`src/rtl/seg_scan_ctrl.sv`:
```
// Multiplexed hex seven-segment scanner with double-buffered display data,
// leading-zero blanking and 16-step brightness control.
module seg_scan_ctrl #(
    parameter int N_DIGITS       = 8,
    parameter int CLK_DIV        = 50000,
    parameter int SEG_ACTIVE_LOW = 0,
    parameter int POS_ACTIVE_LOW = 0
) (
    input  logic                    clk,
    input  logic                    rst,
    input  logic [4*N_DIGITS-1:0]   data,
    input  logic [N_DIGITS-1:0]     dp_mask,
    input  logic                    load,
    input  logic                    blank_lz,
    input  logic [3:0]              bright,
    output logic [7:0]              seg,
    output logic [N_DIGITS-1:0]     pos,
    output logic                    pending,
    output logic                    frame_start
);

    localparam int PRE_MAX_INT = CLK_DIV / 16 - 1;
    localparam int PRE_W       = (PRE_MAX_INT > 0) ? $clog2(PRE_MAX_INT + 1) : 1;
    localparam int IDX_W       = $clog2(N_DIGITS);

    localparam logic [PRE_W-1:0]    PRE_MAX  = PRE_W'(PRE_MAX_INT);
    localparam logic [IDX_W-1:0]    IDX_LAST = IDX_W'(N_DIGITS - 1);
    localparam logic [7:0]          SEG_OFF  = (SEG_ACTIVE_LOW != 0) ? 8'hFF : 8'h00;
    localparam logic [N_DIGITS-1:0] POS_OFF  = (POS_ACTIVE_LOW != 0) ? '1 : '0;

    logic [PRE_W-1:0]      pre;
    logic [3:0]            phase;
    logic [IDX_W-1:0]      idx;
    logic                  pre_wrap;
    logic                  tick;
    logic                  boundary;

    logic [4*N_DIGITS-1:0] pend_data;
    logic [N_DIGITS-1:0]   pend_dp;
    logic [4*N_DIGITS-1:0] act_data;
    logic [N_DIGITS-1:0]   act_dp;

    logic [3:0]            cur_nib;
    logic                  cur_dp;
    logic                  cur_blank;
    logic [7:0]            seg_next;
    logic [N_DIGITS-1:0]   pos_next;
    logic [7:0]            seg_q;
    logic [N_DIGITS-1:0]   pos_q;

    function automatic logic [6:0] hex7(input logic [3:0] v);
        case (v)
            4'h0:    hex7 = 7'h3F;
            4'h1:    hex7 = 7'h06;
            4'h2:    hex7 = 7'h5B;
            4'h3:    hex7 = 7'h4F;
            4'h4:    hex7 = 7'h66;
            4'h5:    hex7 = 7'h6D;
            4'h6:    hex7 = 7'h7D;
            4'h7:    hex7 = 7'h07;
            4'h8:    hex7 = 7'h7F;
            4'h9:    hex7 = 7'h6F;
            4'hA:    hex7 = 7'h77;
            4'hB:    hex7 = 7'h7C;
            4'hC:    hex7 = 7'h39;
            4'hD:    hex7 = 7'h5E;
            4'hE:    hex7 = 7'h79;
            default: hex7 = 7'h71;
        endcase
    endfunction

    assign pre_wrap = (pre == PRE_MAX);
    assign tick     = pre_wrap && (phase == 4'd15);
    assign boundary = tick && (idx == IDX_LAST);

    always_ff @(posedge clk or posedge rst) begin
        if (rst) begin
            pre   <= '0;
            phase <= '0;
            idx   <= '0;
        end else begin
            pre <= pre_wrap ? '0 : pre + 1'b1;
            if (pre_wrap) begin
                phase <= phase + 4'd1;
            end
            if (tick) begin
                idx <= (idx == IDX_LAST) ? '0 : idx + 1'b1;
            end
        end
    end

    // A load in the boundary cycle still promotes the older pending value,
    // because the active copy reads the pre-edge pending buffer.
    always_ff @(posedge clk or posedge rst) begin
        if (rst) begin
            pend_data   <= '0;
            pend_dp     <= '0;
            act_data    <= '0;
            act_dp      <= '0;
            pending     <= 1'b0;
            frame_start <= 1'b0;
        end else begin
            frame_start <= boundary;
            if (boundary && pending) begin
                act_data <= pend_data;
                act_dp   <= pend_dp;
            end
            if (load) begin
                pend_data <= data;
                pend_dp   <= dp_mask;
                pending   <= 1'b1;
            end else if (boundary) begin
                pending <= 1'b0;
            end
        end
    end

    always_comb begin
        cur_nib   = '0;
        cur_dp    = 1'b0;
        cur_blank = 1'b0;
        pos_next  = '0;
        for (int i = 0; i < N_DIGITS; i++) begin
            if (idx == IDX_W'(i)) begin
                cur_nib     = act_data[4*i +: 4];
                cur_dp      = act_dp[i];
                cur_blank   = blank_lz && (i != 0) && ((act_data >> (4*i)) == '0);
                pos_next[i] = (phase <= bright);
            end
        end
        seg_next = {cur_dp, cur_blank ? 7'h00 : hex7(cur_nib)};
    end

    // Polarity is folded into the registers so reset values come out inactive too.
    always_ff @(posedge clk or posedge rst) begin
        if (rst) begin
            seg_q <= SEG_OFF;
            pos_q <= POS_OFF;
        end else begin
            seg_q <= seg_next ^ SEG_OFF;
            pos_q <= pos_next ^ POS_OFF;
        end
    end

    assign seg = seg_q;
    assign pos = pos_q;

endmodule

```
`config.mk`:
```
export PLATFORM = sky130hd
export DESIGN_NAME = seg_scan_ctrl
export DESIGN_NICKNAME = d
export VERILOG_FILES = /design/src/rtl/seg_scan_ctrl.sv
export SDC_FILE = /design/constraint.sdc
export NUM_CORES = 1
export LEC_CHECK = 0
export ABC_AREA = 1
export BUFFER_PORTS_ARGS = -buffer_cell sky130_fd_sc_hd__buf_2
export CAP_MARGIN = 10
export CORE_ASPECT_RATIO = 1.25
export CORE_MARGIN = 2
export CORE_UTILIZATION = 40
export DETAILED_ROUTE_END_ITERATION = 6
export SLEW_MARGIN = 5
export SYNTH_ARGS = -nofsm -noshare
export SYNTH_HDL_FRONTEND = slang
export SYNTH_SLANG_ARGS = --single-unit
```
`constraint.sdc`:
```
create_clock -name clk -period 6.47 [get_ports clk]
set_input_delay 1.294 -clock clk [delete_from_list [all_inputs] [get_ports clk]]
set_output_delay 1.294 -clock clk [all_outputs]
set_load 0.02 [all_outputs]
```
# Word level (Yosys, flattened, before mapping)

Memories as Yosys holds them, arrays and structs flattened.
Index checks and enable logic that the tools add are counted.

Order comparisons: 1
Reductions and logical operators: 19
Add/subtract/negate cells: 3
Mux-type cells: 36
Equality and inequality tests: 9

Operators by type and width:

| cell                  | count |
|---|---|
| $logic_not 32->1      | 7 |
| $mux 4                | 8 |
| $mux 1                | 25 |
| $add 12x1->12 const B | 1 |
| $eq 12x12->1 const B  | 1 |
| $eq 3x3->1 const B    | 4 |
| $mux 12               | 1 |
| $logic_and 1x1->1     | 10 |
| $mux 7                | 1 |
| $eq 3x2->1 const B    | 2 |
| $add 4x1->4 const B   | 1 |
| $eq 4x4->1 const B    | 1 |
| $le 4x4->1            | 1 |
| $add 3x1->3 const B   | 1 |
| $eq 3x1->1 const B    | 1 |
| $logic_not 3->1       | 1 |
| $mux 3                | 1 |
| $reduce_bool 2->1     | 1 |

Memory bits (read-only): 112
Memories: 1
Output and inout bits: 18
Bits of input ports: 48
Flip-flop bits (word level): 117

Memory list:

| memory          | depth | width | read ports | clocked after Yosys merged registers in | write ports | line | RTL |
|---|---|---|---|---|---|---|---|
| (no name shown) | 16    | 7     | 1          | 0                                       | 0           | 52   | `case (v)` |

# Longest topological paths before layout

Gate-level depths: netlist of run 1.
An unclocked memory read counts as a cell.

Depth in word-level cells: 11
Depth in mapped cells: 19
Mapped depth without buffers: 19

# Worst setup path after synthesis of run 1

OpenSTA, ideal clock, no wires.

Path kind: input port to flip-flop
Start: input port bright[3]
End: register pos_q[0] (netlist: pos[0])
Stages on the path: 6
Data required time: 6.344 ns
Path slack: 4.249 ns
Arrival: 2.095 ns
Cell sequence: inv_1 > ha_1 > nand2_1 > o21ai_0 > o21a_1 > nor3_1

Cells in the longest elaborated chain, start to end: 2

Ends and longest elaborated chain:

| what                 | line | RTL |
|---|---|---|
| from (decl)          | 15   | `input logic [3:0] bright,` |
| $le 4x4->1           | 128  | `pos_next[i] = (phase <= bright);` |
| $mux 1               | 124  | `if (idx == IDX_W'(i)) begin` |
| net pos_next[0]      | 47   | `logic [N_DIGITS-1:0] pos_next;` |
| to (signal assigned) | 141  | `pos_q <= pos_next ^ POS_OFF;` |
| to (decl)            | 49   | `logic [N_DIGITS-1:0] pos_q;` |

The timed path passes the listed nets, and every way through them passes these cells.
A chain may end at the register's enable or synchronous reset.

# Final worst setup path of run 1

Start: register idx[2]
End: register seg_q[3] (netlist: seg[3])

Cells in the longest elaborated chain, start to end: 11
Elaborated cells on any way between the ends: 25

Ends and longest elaborated chain:

| what                   | line | RTL |
|---|---|---|
| from (decl)            | 33   | `logic [IDX_W-1:0] idx;` |
| from (signal assigned) | 87   | `idx <= (idx == IDX_LAST) ? '0 : idx + 1'b1;` |
| $logic_not 3->1        | 124  |  |
| $mux 4 (8 in a row)    | 124  |  |
| $mem_v2 16x7           | --   |  |
| $mux 7 *               | 131  | `seg_next = {cur_dp, cur_blank ? 7'h00 : hex7(cur_nib)};` |
| net seg_next[3]        | 46   | `logic [7:0] seg_next;` |
| to (signal assigned)   | 140  | `seg_q <= seg_next ^ SEG_OFF;` |
| to (decl)              | 48   | `logic [7:0] seg_q;` |

Mark *: on every way through the listed nets, which the timed path passes. The rest lies on a longest branch.

==> run metrics, run 1 <==
Worst R2R Path Depth=16; skew final=approximately 25 ps; endpoint type of the worst setup path=flop; antenna viol nets, final=0; CTS sink cnt=between 100 and 150; fin nets=790; growth of design area from synthesis to finish=17.93%; number of DRC violations after detailed-routing iteration 0=between 200 and 250; first-pass GRT wire length=~20 mm; RR Startpoint=idx[2]$_DFFE_PP0P_; drt first pass iters=4; Setup crit start kind=flop; Max Cap Viol=0; DP Area=6227 µm²; leading register cell type out of synthesis=dfrtp_1; Post-DP HPWL=8.146 mm; clk buf depth=2; worst vdd ir=roughly 0.18 mV; Port Buf Inserts=65; DR WL/cell=12.41 µm; RR Endpoint=seg[3]$_DFF_PP0_; syn nets=726; TritonCTS clock tree=yes; Syn. warnings=0; CP Data Required Time=6800 ps; worst hold start=pre[11]$_DFF_PP0_; design area=6870 µm²; CTS Buf Count=17; Fill cells=~1,400; Die Y=138.9 µm; pre-CTS WS=approximately 3800 ps; dominant cell type by area after synthesis=dfrtp_1; cell chain of the critical path=inv_2 > ha_1 > inv_1 > or2_2 > nand3_1 > nand2_1 > nand2_1 > nand2_1 > nand2_1 > inv_1 > ha_1 > nand2_1 > nand2_1 > nand2_1 > nand3_1 > nor2_1; most common cell in the synthesized netlist=nand2_1; full die area=about 16,000 µm²; run status=complete, no violations; share of flip-flops with an asynchronous set or reset=1.000; via count=between 4,000 and 5,000; site row count=about 50; Area contributors post-synth=dfrtp_1 50%, nand2_1 8.9%, inv_1 6.8%; initial core utilization=0.4061; Mapped Area=about 6000 µm²; worst min-delay path category=reg -> reg; post-CTS sizing=0; Mapped Cells=659; setup TNS=0 ps; Fin. Hold Viols=0; Die X-Extent=between 100 and 150 µm; H-tree depth=4; Post-Syn Area per Cell=8.840 µm²; Setup Crit Path Kind=reg -> reg; routability cong.=0.8122; WP data arrival=~3000 ps; post-CTS setup buffers=0; RSZ-0062 raised after global routing=false; DR DRC count=0; root buf cell=clkbuf_16; grt ovf=0; via density per instance=around 4.7; number of synthesized flops with an enable pin=0; r2r setup slk=3790 ps; vias in the first global route=approximately 4,400; post-synthesis sequential area ratio=0.5026; most frequent CP cell=nand2_1; Cell Pwr Density=between 200 and 300 nW/µm²; crit path time final=2678 ps; Yosys top cell area share=0.5026; Hold Crit Depth=1; Leak Pwr=roughly 3.5 nW; crit path from=idx[2]$_DFFE_PP0P_; hold worst-path end=pre[11]$_DFF_PP0_; Slew @ Worst Pin=1095 ps; Final WS setup=3792 ps; largest net degree at the start of global routing=a little over 80; Synth top cells by count=138 x nand2_1, 117 x dfrtp_1, 105 x inv_1; final worst path period share=0.4139; Worst path max stage delay=roughly 500 ps; ant diodes=0; gr usage total=0.1578; worst skew pair latency=410 ps; Critical-path top delay cell=dfrtp_1; core area=roughly 14,000 µm²; Yosys reg bits=~120; share of cells above drive strength 1=0.2731; Unique masters post-synth=36; hold_buf cts=0; Max Transition Viols Final=0; initial antenna violation count=0; DRT Wirelength=about 11 mm; Rel. slew slack=0.2703; setup violators final=0; IO Count=66; Clock transition at path regs=50 ps; Max Fclk=373.4 MHz; Worst Path Max Fanout=9
==> critical path: cells and delay by family (launching register included) <==
family	cells	cell delay [ps]
flops	1	500
fa+ha+maj	2	560
buf+inv	3	450
simple gates	11	1080
==> metal layers <==
| layer | share of wire | track usage |
|---|---|---|
| met5 | 0 | 0 |
| met2 | 0.49 | 0.2651 |
| met1 | 0.46 | 0.1986 |
| met3 | 0.041 | 0.03977 |
| met4 | 0.0073 | 0.05520 |
==> final cells by class <==
class,count,area (µm²),area share
Inverter,108,409.1,0.05955
Multi-Input combinational cell,412,2327,0.3387
Tap cell,178,222.7,0.03242
Sequential cell,117,2928,0.4262
Clock buffer,20,466.7,0.06793
Timing Repair Buffer,67,340.3,0.04954
Clock inverter,12,176.4,0.02568
==> registers in the layout (all words and copies together), names as in the netlist <==
name / flops
frame_start: 1
act_dp: 8
pos: 8
seg: 8
idx: 3
act_data: 32
pend_data: 32
pend_dp: 8
phase: 4
pre: 12
pending: 1
==> cell families after synthesis <==
family          count (synthesis)  share of synthesized area
mux                             1                   0.001933
fa+ha+maj                      19                    0.04081
flops                         117                     0.5026
simple gates                  268                     0.2156
buf+inv                       130                    0.09794
compound gates                118                     0.1321
xor+xnor                        6                   0.009021
==> placed cells by master, fill, tap and decap left out, types with 2 or more instances in the layout <==
cell type	instances
bufinv_16	4
buf_2	65
or2_2	4
nor2_2	2
ha_1	19
nor4_1	5
nand2_2	46
clkinvlp_4	5
a21oi_1	16
clkinv_2	3
buf_4	2
o21ai_1	3
clkbuf_8	3
nor2_1	32
nand4_1	6
nand3_1	28
o211ai_1	2
o21ai_0	52
xor2_1	5
clkbuf_16	17
nor3_1	2
o21ai_2	40
nand2_1	138
inv_2	2
inv_1	104
dfrtp_1	117
==> where the power goes <==
group          switching (mW)  total [mW]  internal [mW]
sequential            0.00551       0.760          0.755
clock                   0.330        1.00          0.674
combinational          0.0502      0.0724         0.0222
==> per-stage QoR <==
| step | hold WS (ps) | std cells | utilization | power (mW) |
|---|---|---|---|---|
| floorplan | 423.2 | 659 | - | 0.8187 |
| global placement | 442.8 | 882 | 0.4341 | 0.8463 |
| detailed placement | 452.0 | 882 | 0.4341 | 0.8489 |
| CTS | 458.9 | 914 | 0.4789 | 1.859 |
| global route | 477.8 | 914 | 0.4789 | 1.909 |
| finish | 460.8 | 914 | 0.4789 | 1.836 |
==> how the worst max path moves through the flow <==
stage                                    endpoint  slack (ps)  depth (start not counted)
after floorplan           act_data[0]$_DFFE_PP0P_        2080                          1
after global placement           pre[3]$_DFF_PP0_        3800                          3
after detailed placement         pre[3]$_DFF_PP0_        3760                          3
after CTS                        seg[3]$_DFF_PP0_        3820                         16
after global routing             seg[3]$_DFF_PP0_        3550                         16
final                            seg[3]$_DFF_PP0_        3790                         16
Note: power is estimated with default switching activity, not from simulation.
==> run 2, diff against run 1 <==
--- a/config.mk
+++ b/config.mk
@@ -5,7 +5,7 @@
 export SDC_FILE = /design/constraint.sdc
 export NUM_CORES = 1
 export LEC_CHECK = 0
-export ABC_AREA = 1
+export ABC_AREA = 0
 export BUFFER_PORTS_ARGS = -buffer_cell sky130_fd_sc_hd__buf_2
 export CAP_MARGIN = 10
 export CORE_ASPECT_RATIO = 1.25
==> constraint.sdc (replaced) <==
create_clock -name clk -period 2.8 [get_ports clk]
set_input_delay 0.56 -clock clk [delete_from_list [all_inputs] [get_ports clk]]
set_output_delay 0.56 -clock clk [all_outputs]
set_load 0.02 [all_outputs]
==> run metrics, run 2 <==
run status=complete, no violations; Setup Crit Path Kind=reg -> reg; grt ovf=0; Max Fclk=between 300 and 400 MHz; Reg area=roughly 2900 µm²; Slew @ Worst Pin=about 650 ps; Largest regs=act_data: 32 flops, pend_data: 32 flops, pre: 12 flops; Unique masters post-synth=50; via density per instance=5.103; WP data arrival=3000 ps; cell chain of the critical path=inv_1 > ha_1 > buf_4 > o21ai_0 > a32oi_1 > o22ai_1 > a2bb2oi_2 > buf_4 > ha_1 > or3_1 > o221a_2 > nor2_1; DR DRC count=0; number of DRC violations after detailed-routing iteration 0=151; site row count=47; Clock transition at path regs=~50 ps; worst min-delay path category=in -> async; via count=roughly 3,600; DRT Wirelength=10.56 mm; Post-Syn Area per Cell=around 12 µm²; core area=13,110 µm²; Worst Path Max Fanout=9; ant diodes=0; Cell Pwr Density=649.7 nW/µm²; CTS sink cnt=between 100 and 150; share of flip-flops with an asynchronous set or reset=1.000; root buf cell=clkbuf_16; Critical-path top delay cell=dfrtp_1; setup violators final=0; first-pass GRT wire length=18.02 mm; final worst path period share=0.9489; skew final=about 7.3 ps; Port Buf Inserts=65; worst vdd ir=0.4555 mV; H-tree depth=4; pre-CTS WS=approximately 62 ps; Syn. warnings=0; vias in the first global route=3,769; Worst path max stage delay=380 ps; largest net degree at the start of global routing=118; Fill cells=between 1,000 and 1,500; Max Cap Viol=0; initial antenna violation count=0; stages on the worst setup path=12; area of the multi-input gates=2232 µm²; Worst R2R Path Depth=12; TritonCTS clock tree=yes; DR WL/cell=roughly 15 µm; full die area=14,290 µm²; Mapped Area=around 5300 µm²; worst skew pair latency=410 ps; number of synthesized flops with an enable pin=0; endpoint type of the worst setup path=flop; most common cell in the synthesized netlist=dfrtp_1; RSZ-0062 raised after global routing=true; Setup crit start kind=flop; Synth top cells by count=117 x dfrtp_1, 44 x mux2_2, 34 x mux2_1; Die Y=133.1 µm; most common cell after layout, fill and taps aside=dfrtp_1; Post-DP HPWL=between 7 and 8 mm; gr usage total=0.1636; Rel. slew slack=0.5700; drt first pass iters=4; initial core utilization=0.4069; Area contributors post-synth=dfrtp_1 55%, mux2_2 9.3%, mux2_1 7.2%; Mapped Cells=around 430; Yosys top cell area share=0.5487; Yosys reg bits=~120; CTS Buf Count=17; most frequent cells in the layout=117 x dfrtp_1, 65 x buf_2, 44 x mux2_2; Fin. Hold Viols=0; WHS=between 200 and 300 ps; IO Count=66; Max Transition Viols Final=0; Final WS setup=~140 ps; routability cong.=between 0.8 and 0.9; CP Data Required Time=about 3200 ps; DP Area=about 6000 µm²; Die X-Extent=approximately 110 µm; design area=between 6000 and 7000 µm²; Leak Pwr=around 3.2 nW; dominant cell type by area after synthesis=dfrtp_1; fin nets=582; crit path time final=about 2700 ps; share of cells above drive strength 1=0.3163; crit-path leading delay family=compound AO/OA/AOI/OAI gates; antenna viol nets, final=0; worst path bufs/invs=3; post-synthesis sequential area ratio=0.5487; leading register cell type out of synthesis=dfrtp_1; hold_buf cts=0; syn nets=approximately 500; clk buf depth=2; growth of design area from synthesis to finish=23.59%
-- run 2: cell count changes after synthesis, moves of 21 or more --
cell and change:
o21ai_2 -40, mux2_2 +43, inv_1 -84, mux2_1 +34
nand3_1 -21, nand2_1 -113, o21ai_0 -37, nand2_2 -46
-- run 2: area by class of cell --
cell class / count / area share
Clock buffer: 22 / 0.07190
Clock inverter: 10 / 0.02656
Inverter: 21 / 0.01252
Multi-Input combinational cell: 275 / 0.3385
Sequential cell: 117 / 0.4439
Tap cell: 171 / 0.03244
Timing Repair Buffer: 83 / 0.07418
-- run 2: tightest hold or removal path, stage by stage --
cell and delay (ps):
buf_2 110, clkinvlp_4 70, buf_12 430
-- run 2: worst paths after layout --
check,from,end,slack (ps)
hold reg to reg,pend_data[23]$_DFFE_PP0P_,act_data[23]$_DFFE_PP0P_,480
setup / recovery,idx[0]$_DFFE_PP0P_,seg[0]$_DFF_PP0_,140
min in group clk,data[7],pend_data[7]$_DFFE_PP0P_,380
setup reg to reg,idx[0]$_DFFE_PP0P_,seg[0]$_DFF_PP0_,140
max in group asynchronous,rst,pos[2]$_DFF_PP0_,1990
hold / removal,rst,pend_data[5]$_DFFE_PP0P_,290
-- run 2: layer usage --
layer | track usage | vias up | wire, µm
met4 | 0.07431 | 0 | 197
met3 | 0.04697 | 17 | 476
li1 | - | 1698 | -
met5 | 0 | - | 0
met1 | 0.1932 | 1769 | 4480
met2 | 0.2746 | 83 | 5406
-- run 2: through the flow --
step | util | power [mW] | TNS, ps | cells
after floorplan | - | 1.900 | 0 | 434
after global placement | 0.4517 | 1.962 | 0 | 667
after detailed placement | 0.4517 | 1.970 | 0 | 667
after CTS | 0.5012 | 4.344 | 0 | 699
after global routing | 0.5029 | 4.450 | -77.51 | 699
final | 0.5029 | 4.285 | 0 | 699
-- run 2: logic make-up (layout without fill, tap and decap cells) --
kind of cell | count (synthesis) | count (layout) | share of synthesized area
buffers and inverters | 42 | 136 | 0.03798
and+or+nand+nor | 101 | 101 | 0.09894
xor gates and xnor gates | 13 | 13 | 0.02134
muxes | 85 | 85 | 0.1777
adders and majority gates | 19 | 19 | 0.04455
AOI/OAI and AO/OA | 57 | 57 | 0.07081
DFF | 117 | 117 | 0.5487
-- run 2: where the power goes --
part / switching, mW / internal, mW
clock: 0.711 / 1.64
combinational: 0.0709 / 0.0819
sequential: 0.0307 / 1.75
total: 0.812 / 3.47
-- run 2: timing repair --
item,4_1_cts,5_1_grt
setup buffers,0,0
gates resized for setup,0,5
setup endpoints to repair,0,7
